==> src/rtl/stage2_seq_pkg.sv <==
// Shared definitions for the stage-2 convolution frame sequencer:
// FSM state encoding, default frame geometry and derived widths.
package stage2_seq_pkg;

   // Default frame geometry
   localparam int ST2_COL = 12;
   localparam int ST2_ROW = 12;
   localparam int ST2_K   = 5;

   // Output plane produced by a valid (unpadded) KxK convolution
   localparam int ST2_OUT_ROWS = ST2_ROW - ST2_K + 1;
   localparam int ST2_OUT_COLS = ST2_COL - ST2_K + 1;
   localparam int ST2_OUT_N    = ST2_OUT_ROWS * ST2_OUT_COLS;

   // Derived widths
   localparam int ST2_ADDR_W = $clog2(ST2_ROW * ST2_COL);
   localparam int ST2_CRD_W  = $clog2(ST2_OUT_ROWS);
   localparam int ST2_CNT_W  = $clog2(ST2_OUT_N + 1);

   // Sequencer states
   localparam logic [1:0] ST_IDLE  = 2'd0;
   localparam logic [1:0] ST_FEED  = 2'd1;
   localparam logic [1:0] ST_DRAIN = 2'd2;
   localparam logic [1:0] ST_DONE  = 2'd3;

endpackage

==> src/rtl/stage2_seq_out_tag.sv <==
// Output-point counter and row/column tagger for the stage-2 sequencer.
// Registers the core's output-valid and tags each flagged point with its
// (row, col) coordinate; the coordinate advances after the flagged cycle.
module stage2_seq_out_tag
   import stage2_seq_pkg::*;
#(
   parameter int OUT_ROWS = ST2_OUT_ROWS,
   parameter int OUT_COLS = ST2_OUT_COLS,
   parameter int OUT_N    = ST2_OUT_N,
   parameter int CRD_W    = ST2_CRD_W,
   parameter int CNT_W    = ST2_CNT_W
) (
   input  logic             clk,
   input  logic             reset_n,
   input  logic             i_clr,
   input  logic             i_en,
   input  logic             i_core_ot_valid,
   output logic             o_ot_valid,
   output logic [CNT_W-1:0] o_cnt,
   output logic [CRD_W-1:0] o_row,
   output logic [CRD_W-1:0] o_col,
   output logic             o_last
);

   localparam logic [CRD_W-1:0] COL_LAST = CRD_W'(OUT_COLS - 1);
   localparam logic [CRD_W-1:0] ROW_LAST = CRD_W'(OUT_ROWS - 1);
   localparam logic [CNT_W-1:0] CNT_LAST = CNT_W'(OUT_N - 1);

   // The point being counted on this edge is the final one of the frame
   assign o_last = o_ot_valid && i_en && (o_cnt == CNT_LAST);

   // Delay the core strobe one cycle, then count and advance the coordinate
   // NOTE: sequential state uses non-blocking assignments so every register
   // samples pre-edge values regardless of block evaluation order.
   always_ff @(posedge clk or negedge reset_n) begin
      if (!reset_n) begin
         o_ot_valid <= 1'b0;
         o_cnt      <= '0;
         o_row      <= '0;
         o_col      <= '0;
      end else begin
         o_ot_valid <= i_core_ot_valid;
         if (i_clr) begin
            o_cnt <= '0;
            o_row <= '0;
            o_col <= '0;
         end else if (o_ot_valid && i_en) begin
            o_cnt <= o_cnt + CNT_W'(1);
            if (o_col == COL_LAST) begin
               o_col <= '0;
               o_row <= (o_row == ROW_LAST) ? '0 : o_row + CRD_W'(1);
            end else begin
               o_col <= o_col + CRD_W'(1);
            end
         end
      end
   end

endmodule

==> src/rtl/stage2_conv_seq.sv <==
// Frame sequencer for the stage-2 5x5 convolution core.
// Streams one ROWxCOLxCI frame from the frame buffer into the core as a
// gap-free run of valid pixels, then waits for all output points, tagging
// each with its output row/column, and pulses o_done.
// Optional build macro: ST2_SEQ_WATCHDOG_EN enables a DRAIN watchdog that
// flags o_err and forces completion after DRAIN_MAX cycles in DRAIN.
module stage2_conv_seq
   import stage2_seq_pkg::*;
#(
   parameter int COL       = ST2_COL,
   parameter int ROW       = ST2_ROW,
   parameter int K         = ST2_K,
   parameter int CI        = 3,
   parameter int IBW       = 20,
   parameter int BANKS     = 4,
   parameter int DRAIN_MAX = 64
) (
   input  logic                           clk,
   input  logic                           reset_n,
   input  logic                           i_start,
   input  logic [$clog2(BANKS)-1:0]       i_bank,
   output logic                           o_busy,
   output logic                           o_done,
   output logic                           o_err,
   output logic                           o_rd_en,
   output logic [$clog2(ROW*COL)-1:0]     o_rd_addr,
   input  logic [CI*IBW-1:0]              i_rd_data,
   output logic                           o_core_valid,
   output logic [CI*IBW-1:0]              o_core_fmap,
   output logic [$clog2(BANKS)-1:0]       o_wgt_bank,
   input  logic                           i_core_ot_valid,
   output logic                           o_ot_valid,
   output logic [$clog2(ROW-K+1)-1:0]     o_ot_row,
   output logic [$clog2(ROW-K+1)-1:0]     o_ot_col
);

   localparam int ADDR_W   = $clog2(ROW * COL);
   localparam int CRD_W    = $clog2(ROW - K + 1);
   localparam int OUT_ROWS = ROW - K + 1;
   localparam int OUT_COLS = COL - K + 1;
   localparam int OUT_N    = OUT_ROWS * OUT_COLS;
   localparam int CNT_W    = $clog2(OUT_N + 1);

   localparam logic [ADDR_W-1:0] LAST_ADDR = ADDR_W'(ROW * COL - 1);

   logic [1:0]       state;
   logic [1:0]       state_nxt;
   logic             start_acc;
   logic             rd_en_d1;
   logic             tag_en;
   logic             tag_last;
   logic [CNT_W-1:0] tag_cnt;
   logic             drain_done;
   logic             wd_expire;

   assign start_acc  = (state == ST_IDLE) && i_start;
   assign tag_en     = (state == ST_FEED) || (state == ST_DRAIN);
   assign drain_done = tag_last || (tag_cnt == CNT_W'(OUT_N));
   assign o_busy     = (state != ST_IDLE);
   assign o_done     = (state == ST_DONE);

`ifdef ST2_SEQ_WATCHDOG_EN
   localparam int WD_W = $clog2(DRAIN_MAX + 1);
   logic [WD_W-1:0] wd_cnt;

   // Count cycles spent in DRAIN; restart whenever DRAIN is left
   always_ff @(posedge clk or negedge reset_n) begin
      if (!reset_n)             wd_cnt <= '0;
      else if (state == ST_DRAIN) wd_cnt <= wd_cnt + WD_W'(1);
      else                      wd_cnt <= '0;
   end

   assign wd_expire = (state == ST_DRAIN) && !drain_done &&
                      (wd_cnt == WD_W'(DRAIN_MAX - 1));
`else
   assign wd_expire = 1'b0;
`endif

   // Next-state decode for the frame sequence
   // NOTE: state_nxt takes a default before the case so no path leaves it
   // unassigned, which would otherwise infer a latch.
   always_comb begin
      state_nxt = state;
      case (state)
         ST_IDLE:  if (i_start)                    state_nxt = ST_FEED;
         ST_FEED:  if (o_rd_addr == LAST_ADDR)     state_nxt = ST_DRAIN;
         ST_DRAIN: if (drain_done || wd_expire)    state_nxt = ST_DONE;
         ST_DONE:                                  state_nxt = ST_IDLE;
         default:                                  state_nxt = ST_IDLE;
      endcase
   end

   // State register
   always_ff @(posedge clk or negedge reset_n) begin
      if (!reset_n) state <= ST_IDLE;
      else          state <= state_nxt;
   end

   // Read-address generator and weight-bank latch
   always_ff @(posedge clk or negedge reset_n) begin
      if (!reset_n) begin
         o_rd_en    <= 1'b0;
         o_rd_addr  <= '0;
         o_wgt_bank <= '0;
      end else if (start_acc) begin
         o_rd_en    <= 1'b1;
         o_rd_addr  <= '0;
         o_wgt_bank <= i_bank;
      end else if (state == ST_FEED) begin
         if (o_rd_addr == LAST_ADDR) o_rd_en   <= 1'b0;
         else                        o_rd_addr <= o_rd_addr + ADDR_W'(1);
      end
   end

   // Pixel path: buffer data lands one cycle after the read, then registered
   always_ff @(posedge clk or negedge reset_n) begin
      if (!reset_n) begin
         rd_en_d1     <= 1'b0;
         o_core_valid <= 1'b0;
         o_core_fmap  <= '0;
      end else begin
         rd_en_d1     <= o_rd_en;
         o_core_valid <= rd_en_d1;
         o_core_fmap  <= i_rd_data;
      end
   end

   // Sticky error: stray core output while idle, or watchdog expiry
   always_ff @(posedge clk or negedge reset_n) begin
      if (!reset_n)                                   o_err <= 1'b0;
      else if (start_acc)                             o_err <= 1'b0;
      else if ((state == ST_IDLE) && i_core_ot_valid) o_err <= 1'b1;
      else if (wd_expire)                             o_err <= 1'b1;
   end

   stage2_seq_out_tag #(
      .OUT_ROWS (OUT_ROWS),
      .OUT_COLS (OUT_COLS),
      .OUT_N    (OUT_N),
      .CRD_W    (CRD_W),
      .CNT_W    (CNT_W)
   ) u_out_tag (
      .clk             (clk),
      .reset_n         (reset_n),
      .i_clr           (start_acc),
      .i_en            (tag_en),
      .i_core_ot_valid (i_core_ot_valid),
      .o_ot_valid      (o_ot_valid),
      .o_cnt           (tag_cnt),
      .o_row           (o_ot_row),
      .o_col           (o_ot_col),
      .o_last          (tag_last)
   );

endmodule

==> config.mk <==
export PLATFORM = sky130hd
export DESIGN_NAME = stage2_conv_seq
export DESIGN_NICKNAME = d
export VERILOG_FILES = /design/src/rtl/stage2_seq_pkg.sv /design/src/rtl/stage2_seq_out_tag.sv /design/src/rtl/stage2_conv_seq.sv
export SDC_FILE = /design/constraint.sdc
export NUM_CORES = 1
export LEC_CHECK = 0
export CORE_MARGIN = 3
export CORE_UTILIZATION = 25
export CTS_CLUSTER_DIAMETER = 30
export DETAILED_ROUTE_END_ITERATION = 8
export GPL_TIMING_DRIVEN = 0
export HOLD_SLACK_MARGIN = 0.05
export PLACE_DENSITY = 0.6
export SYNTH_ARGS = -nofsm -noshare
export SYNTH_HDL_FRONTEND = slang
export SYNTH_SLANG_ARGS = --single-unit
==> constraint.sdc <==
create_clock -name clk -period 1.8 [get_ports clk]
set_clock_uncertainty 0.15 [all_clocks]
set_input_delay 0.36 -clock clk [delete_from_list [all_inputs] [get_ports clk]]
set_output_delay 0.36 -clock clk [all_outputs]
set_load 0.02 [all_outputs]
======== Word-level counts from Yosys, hierarchy flattened ========
Index checks and enable logic that the tools add are counted.
Widths: inputs -> output; s select.
word-level totals
  bits of input ports ..................... 66
  output and inout port bits .............. 82
  register bits after elaboration ......... 90
cells by class
  eq/ne operators ......................... 12
  $add $sub $neg .......................... 4
  mux-type cells .......................... 21
  reduce and logical (&&, ||, !) cells .... 17
operator list
  kind                 number
  $mux 8               3
  $mux 3               7
  $mux 7               2
  $reduce_bool 2->1    6
  $add 8x1->8 const B  1
  $eq 8x8->1 const B   1
  $ne 2x2->1 const B   4
  $pmux 2 s4           1
  $add 7x1->7 const B  1
  $eq 7x6->1 const B   1
  $eq 7x7->1 const B   1
  $add 3x1->3 const B  2
  $eq 3x3->1 const B   2
  $mux 2               3
  $reduce_and 2->1     3
  $mux 1               5
  $eq 2x2->1 const B   2
  $logic_and 1x1->1    4
  $reduce_and 3->1     1
  $eq 2x1->1 const B   1
  $logic_not 2->1      1
  $logic_or 1x1->1     2

======== Depth between registers and ports, before layout ========
Gate-level depths: netlist of the first run.
  depth in word-level cells ............... 7
  mapped depth ............................ 7

======== Hierarchy ========
From an unflattened synthesis of the first run, not the netlist that was laid out.
second synthesis, totals
  cells, all modules ...................... 193
  area total of the unflattened synthesis .. 2,977.9 µm²
modules (own cells, without submodules)
  module              instances  cells an instance  seq. area each (µm²)  area an instance (µm²)
  stage2_conv_seq     1          130                1,901.8               2,328.5
  stage2_seq_out_tag  1          63                 350.3                 649.4

======== Worst setup path before layout of the first run ========
Ideal clock, no wire load.
  path kind ............................... reg2reg
  start point ............................. reg o_rd_addr[5]
  end point ............................... reg state[1]
  data required time ...................... 1.525 ns
  path buffers ............................ 0
  slack ................................... -0.162 ns
  stages on the path, launching flop included .. 5
  library setup time ...................... 0.125 ns
  arrival ................................. 1.687 ns
  period minus slack after synthesis ...... 1.962 ns
  cells stage by stage .................... dfrtp_1 -> or4b_4 -> o21ai_4 -> o211ai_4 -> mux2_4
on the way
  word-level cells in the longest chain between the ends .. 3
RTL lines
  what                               line                    text
  from (decl)                        stage2_conv_seq.sv:26   output logic [$clog2(ROW*COL)-1:0] o_rd_addr,
  from (signal assigned)             stage2_conv_seq.sv:111  else o_rd_addr <= o_rd_addr + ADDR_W'(1);
  $eq 8x8->1                         stage2_conv_seq.sv:86   ST_FEED: if (o_rd_addr == LAST_ADDR) state_nxt = ST_DRAIN;
  $ne 2x2->1 (no source line)        --
  $reduce_and 3->1 (no source line)  --
  to (signal assigned)               stage2_conv_seq.sv:96   else state <= state_nxt;
  to (decl)                          stage2_conv_seq.sv:46   logic [1:0] state;
Every way passes these cells.
A chain may end at the register's enable or synchronous reset.

======== Worst setup path in the final report of the first run ========
  start point ............................. reg state[0]
  end point ............................... reg state[1]
RTL lines
  what                                line                   text
  $eq 2x2->1 (tied with other cells)  stage2_conv_seq.sv:84  case (state)
  $pmux 2 s4 *                        stage2_conv_seq.sv:84
  via state_nxt[1]                    stage2_conv_seq.sv:47  logic [1:0] state_nxt;
The timed path passes the listed nets; every way through them passes the cells marked *.

==> run_results.csv, run 1 <==
group,metric,value,unit
run_status,status,"finished, violations left",
run_status,violations,"negative setup slack",
detailed_routing,first_iter_violations,64,
logic_synthesis,synth_area_leaders,"dfrtp_1 (75%), ha_1 (5.0%), nand2_1 (2.0%), nor2_1 (2.0%), xor2_1 (1.7%)",
sta,setup_ws,-0.153,ns
logic_synthesis,synth_cells,203,
clocking,ctsRootBufferMaster,"clkbuf_16",
cells_and_area,diodes,0,
detailed_routing,firstDrtPassIters,4,
sta,rsz0062_at_grt,"true",
cells_and_area,fin_area,5130,um^2
power,cellPowerDensity,1000,nW/um^2
cells_and_area,syn2layout_area_growth,70.5,%
power,combPwrFrac,0.181,
logic_synthesis,synth_fp_nets,281,
placed_design,placed_cell_area,4690,um^2
worst_setup_path,cp_max_fo,4,
cells_and_area,n_fill_cell,1058,
power,clkPwrFrac,0.353,
clocking,cts.sinks,90,
grt,grt_first_pass_wirelength,12000,um
placed_design,io_buffers,147,
power,intPower,3.78,mW
power,power,5.15,mW
worst_setup_path,worstSetupPathType,"register to register",
grt,grt_pass1_vias,2380,
grt,gr-total-overflow,0,
worst_setup_path,crit_path_end_kind,"register",
grt,grt_max_degree,63,
placed_design,gp_congestion,0.708,
sta,slew_headroom,0.745,
clocking,cts_buffers,9,
floorplan,core_area,11600,um^2
clocking,ctsLongestPathBuffers,2,
logic_synthesis,syn-cell-area,3010,um^2
detailed_routing,vias,2175,
floorplan,io_pins,148,
sta,setup-violations-final,3,
clocking,cts_tree,"done",
floorplan,die_h,116,um
detailed_routing,drc,0,
power,ir_drop,0.636,mV
floorplan,die_area,13400,um^2
placed_design,placed_cells,494,
logic_synthesis,ys_seq_area_frac,0.748,
clocking,worst_skew_pair.late_latency,0.34,ns
clocking,htree_levels,3,
cells_and_area,nets,455,
placed_design,dp_hpwl,5400,um
power,sw_frac_of_total,0.267,
power,p_leak,2.58,nW
sta,period_share,1.08,
logic_synthesis,syn_avg_cell_area,14.8,um^2
flow_run,cap_violations,0,
grt,antenna_found_initial,0,
logic_synthesis,synthDistinctLibCells,33,
sta,post-route-min-period,1.95,ns
detailed_routing,wl_per_cell,14.3,um
power,p_sw,1.38,mW
sta,worst_pin_slew,0.383,ns
logic_synthesis,ys_warn_count,0,
cells_and_area,post_route_cells_drive_above_1_share,0.131,
logic_synthesis,yosysTopAreaCell,"dfrtp_1",
grt,grt.total_usage,0.119,
worst_setup_path,required,1.87,ns
floorplan,die_width,116,um
sta,hold_violations,0,
sta,report.final.slew_viol_count,0,
clocking,clk_pin_slew,0.06,ns
floorplan,start_util,0.259,
worst_setup_path,cp-start-kind,"register",
detailed_routing,detail-route-antenna-nets,0,
power,pwr-share-seq,0.466,
sta,fmax,512,MHz
logic_synthesis,synth_top_area_share,0.748,
cells_and_area,instances_no_fill,525,
worst_setup_path,critPathArrivalTime,2.02,ns
detailed_routing,via_per_inst,4.14,
logic_synthesis,ys_ff_latch,90,
floorplan,core.rowCount,39,
detailed_routing,drt_wl_total,7520,um
worst_hold_path,hold_class,"register to register",
-- metal layers --
metal | share of wire | track usage | wire length, um | vias to the layer above
li1 | - | - | - | 1031
met1 | 0.38 | 0.131 | 2890 | 1052
met5 | 0 | 0 | 0 | -
met2 | 0.50 | 0.194 | 3750 | 84
met4 | 0.018 | 0.0510 | 132 | 0
met3 | 0.099 | 0.0632 | 743 | 8
-- Yosys cell counts --
cell	instances
a21o_1	1
a21oi_1	10
a32oi_1	1
and2_1	2
and3_1	1
clkbuf_1	4
dfrtp_1	90
ha_1	12
inv_1	5
mux2_1	2
mux2_4	1
mux2i_1	1
nand2_1	16
nand2b_1	1
nand3_1	7
nand3b_1	1
nand4_1	3
nand4b_1	1
nor2_1	16
nor2b_1	1
nor3_1	3
nor4b_4	1
o211ai_1	1
o211ai_4	1
o21a_1	1
o21ai_0	2
o21ai_1	2
o21ai_4	1
or3_1	3
or4_1	2
or4b_4	1
xnor2_1	3
xor2_1	6
-- power groups by stage --
stage / Combinational (mW) / Sequential (mW) / Clock (mW)
2_1_floorplan: 0.301 / 2.58 / 0
3_3_place_gp: 0.969 / 2.44 / 0
3_5_place_dp: 0.999 / 2.45 / 0
4_1_cts: 0.952 / 2.41 / 1.90
5_1_grt: 1.04 / 2.44 / 1.97
6_report: 0.932 / 2.40 / 1.82
-- logic make-up (layout without fill, tap and decap cells) --
kind of cell	Yosys count	after routing	share of synthesized area
AO/OA/AOI/OAI	20	20	0.0462
XOR/XNOR	9	9	0.0262
adder cells (fa/ha/maj)	12	12	0.0499
buffers and inverters	9	188	0.0112
flip-flops	90	90	0.748
multiplexers	4	4	0.0158
AND/OR/NAND/NOR	59	59	0.102
-- worst max-delay path: stages (launching register included) --
cell	delay (ns)
dfrtp_1	0.40
inv_2	0.08
ha_4	0.28
nand4_1	0.16
nor4b_4	0.36
o211ai_4	0.11
mux2_4	0.30
-- cells in the final DEF, fill, tap and decap left out, types with 3 or more instances in the layout --
| cell type | Yosys | layout |
|---|---|---|
| inv_1 | 5 | 3 |
| nor2_1 | 16 | 15 |
| clkbuf_1 | 4 | 3 |
| nor3_1 | 3 | 3 |
| xor2_1 | 6 | 6 |
| dlymetal6s2s_1 | 0 | 27 |
| dlygate4sd2_1 | 0 | 52 |
| or3_1 | 3 | 3 |
| xnor2_1 | 3 | 3 |
| nand4_1 | 3 | 3 |
| nand2_1 | 16 | 15 |
| buf_4 | 0 | 16 |
| clkbuf_16 | 0 | 9 |
| clkdlybuf4s50_1 | 0 | 65 |
| dfrtp_1 | 90 | 88 |
| a21oi_1 | 10 | 10 |
| ha_1 | 12 | 10 |
| nand3_1 | 7 | 6 |
-- what timing repair did --
action	in CTS	in global routing
hold buffers	1	0
endpoints found under the hold margin	28	0
setup endpoints to repair	79	39
resized for setup	69	32
pin swaps	6	8
setup buffers	12	6
-- flip-flops by register name (all words and copies together) (netlist names), 2 cells and up --
name	flops
o_core_fmap	60
o_rd_addr	8
o_wgt_bank	2
state	2
u_out_tag.o_cnt	7
u_out_tag.o_col	3
u_out_tag.o_row	3
-- stage by stage --
step           worst slack, ns   util  hold slack (ns)  TNS, ns
2_1_floorplan           -0.158      -          -0.0856   -0.170
4_1_cts                 -0.115  0.433            0.202   -0.183
5_1_grt                 -0.222  0.442            0.219   -0.644
6_report                -0.153  0.442            0.199   -0.228
3_5_place_dp            -0.386  0.404            0.159    -8.12
3_3_place_gp             -3.42  0.402            0.188  -286.91
-- final timing paths --
| check | start | to | slack, ns | cells after the start |
|---|---|---|---|---|
| min reg2reg | rd_en_d1 | o_core_valid | 0.20 | 0 |
| min | rd_en_d1 | o_core_valid | 0.20 | 0 |
| max in group asynchronous | reset_n | o_rd_addr[5] | 0.52 | 3 |
| min in group asynchronous | reset_n | o_core_valid | 0.34 | 2 |
| max | state[0] | state[1] | -0.15 | 6 |
| max reg2reg | state[0] | state[1] | -0.15 | 6 |
-- area by class of cell --
type,count,area (um^2),area share
inverters,5,18.8,0.00366
flip-flops and latches,90,2250,0.440
multi-input cells,104,756,0.147
well taps,143,179,0.0349
clock buffers,12,236,0.0461
repair buffers,165,1620,0.316
clock inverters,4,52.6,0.0102
plain buffers,2,10.0,0.00195
No activity file was read; power rests on OpenSTA's default activity.
==> inputs of run 2 (changes only) <==
--- a/config.mk
+++ b/config.mk
@@ -5,7 +5,7 @@
 export SDC_FILE = /design/constraint.sdc
 export NUM_CORES = 1
 export LEC_CHECK = 0
-export CORE_MARGIN = 3
+export CORE_MARGIN = 2
 export CORE_UTILIZATION = 25
 export CTS_CLUSTER_DIAMETER = 30
 export DETAILED_ROUTE_END_ITERATION = 8
==> run_results.csv, run 2 (same netlist as run 1, synthesis figures left out) <==
group,metric,value,unit
sta,setup-violations-final,4,
worst_setup_path,critPathArrivalTime,1.95,ns
detailed_routing,drc,0,
floorplan,start_util,0.254,
worst_hold_path,hold_class,"register to register",
worst_setup_path,r2r-start,"state[1]",
cells_and_area,n_fill_cell,1098,
sta,worst_pin_slew,0.372,ns
cells_and_area,nets,457,
grt,antenna_found_initial,0,
power,cellPowerDensity,971,nW/um^2
grt,grt_pass1_vias,2444,
grt,top_usage_layer,"met2",
clocking,clk_pin_slew,0.07,ns
power,p_leak,2.70,nW
worst_hold_path,hold_start,"rd_en_d1",
worst_setup_path,crit_path_end_kind,"register",
cells_and_area,most-common-layout-cells,"dfrtp_1 (87), clkdlybuf4s50_1 (68), dlymetal6s2s_1 (44), dlygate4sd2_1 (32), buf_4 (17)",
detailed_routing,firstDrtPassIters,4,
sta,report.final.slew_viol_count,0,
grt,grt.total_usage,0.122,
cells_and_area,final_common_cell,"dfrtp_1",
clocking,ctsRootBufferMaster,"clkbuf_16",
detailed_routing,detail-route-antenna-nets,0,
cells_and_area,largest_reg_flops,60,
placed_design,placed_cell_area,4690,um^2
grt,grt_max_degree,65,
detailed_routing,wl_per_cell,13.7,um
placed_design,dp_slack,-0.410,ns
clocking,cts.sinks,90,
grt,grt_util_met3,0.0622,
detailed_routing,drt_wl_total,7270,um
worst_setup_path,worstSetupPathType,"register to register",
sta,slew_headroom,0.752,
placed_design,dp_hpwl,5130,um
cells_and_area,post_route_cells_drive_above_1_share,0.146,
grt,grt_util_met1,0.136,
clocking,worst_skew_pair.late_latency,0.33,ns
worst_setup_path,cp_max_fo,3,
floorplan,io_pins,148,
flow_run,cap_violations,0,
cells_and_area,top_register,"o_core_fmap",
cells_and_area,diodes,0,
power,power,5.07,mW
sta,setup_ws,-0.0917,ns
cells_and_area,fin_area,5230,um^2
grt,grt_first_pass_wirelength,12100,um
placed_design,io_buffers,147,
worst_setup_path,required,1.86,ns
clocking,cts_buffers,9,
placed_design,gp_congestion,0.730,
sta,period_share,1.05,
sta,post-route-min-period,1.89,ns
grt,gr-total-overflow,0,
power,ir_drop,0.412,mV
worst_setup_path,crit_start,"state[1]",
detailed_routing,via_per_inst,4.15,
floorplan,die_width,114,um
sta,fmax,529,MHz
grt,met2_usage,0.195,
placed_design,placed_cells,498,
floorplan,die_h,114,um
clocking,htree_levels,3,
sta,hold_violations,0,
floorplan,core_area,11900,um^2
worst_setup_path,cp-start-kind,"register",
cells_and_area,reg_top3,"o_core_fmap x60, o_rd_addr x8, u_out_tag.o_cnt x7",
run_status,violations,"negative setup slack",
detailed_routing,first_iter_violations,91,
run_status,status,"finished, violations left",
floorplan,die_area,12900,um^2
floorplan,core.rowCount,40,
clocking,ctsLongestPathBuffers,2,
cells_and_area,instances_no_fill,531,
detailed_routing,vias,2201,
cells_and_area,syn2layout_area_growth,73.6,%
sta,rsz0062_at_grt,"true",
clocking,cts_tree,"done",
==> run 2: worst paths after layout <==
| kind | slack (ns) | endpoint | depth (start not counted) |
|---|---|---|---|
| hold reg to reg | 0.21 | o_core_valid | 0 |
| setup / recovery | -0.09 | state[1] | 6 |
| setup reg to reg | -0.09 | state[1] | 6 |
| hold / removal | 0.21 | o_core_valid | 0 |
| min in group asynchronous | 0.35 | o_rd_addr[0] | 2 |
| max in group asynchronous | 0.52 | o_core_fmap[44] | 3 |
==> run 2: area by class of cell <==
class                      instances  area (um^2)  area share
sequential                        90         2260       0.432
multi-input combinational        104          763       0.146
timing repair buffer             166         1700       0.325
clock buffer                      11          243      0.0465
inverter                           5         18.8     0.00359
buffer                             3         25.0     0.00479
clock inverter                     5         37.5     0.00718
tap                              147          184      0.0352
==> run 2: timing repair <==
item / CTS / global route
setup endpoints to repair: 59 / 55
gates resized for setup: 47 / 53
hold buffers: 1 / 0
buffers inserted: 17 / 4
pin swaps: 7 / 4
hold endpoints to repair: 26 / 0
==> run 2: routing by layer <==
layer  vias to the layer above  share of wire
li1                       1032              -
met1                      1079           0.37
met2                        85           0.51
met3                         5           0.10
met4                         0          0.011
met5                         -              0
==> run 2: through the flow <==
step	TNS, ns	hold WS [ns]	utilization
3_5_place_dp	-8.16	0.154	0.396
2_1_floorplan	-0.170	-0.0856	-
3_3_place_gp	-291.25	0.185	0.394
4_1_cts	-0.181	0.209	0.429
6_report	-0.208	0.210	0.441
5_1_grt	-0.611	0.234	0.441
==> run 2: power breakdown <==
group | switching [mW] | total (mW) | internal, mW
clock network | 0.763 | 1.74 | 0.978
registers | 0.171 | 2.41 | 2.23
logic | 0.457 | 0.926 | 0.469
==> run 2: worst max-delay path, cell delays in order, from the launching register on <==
cell,delay (ns)
dfrtp_1,0.37
inv_2,0.07
ha_4,0.27
nand4_1,0.17
nor4b_4,0.34
o211ai_4,0.11
mux2_4,0.30
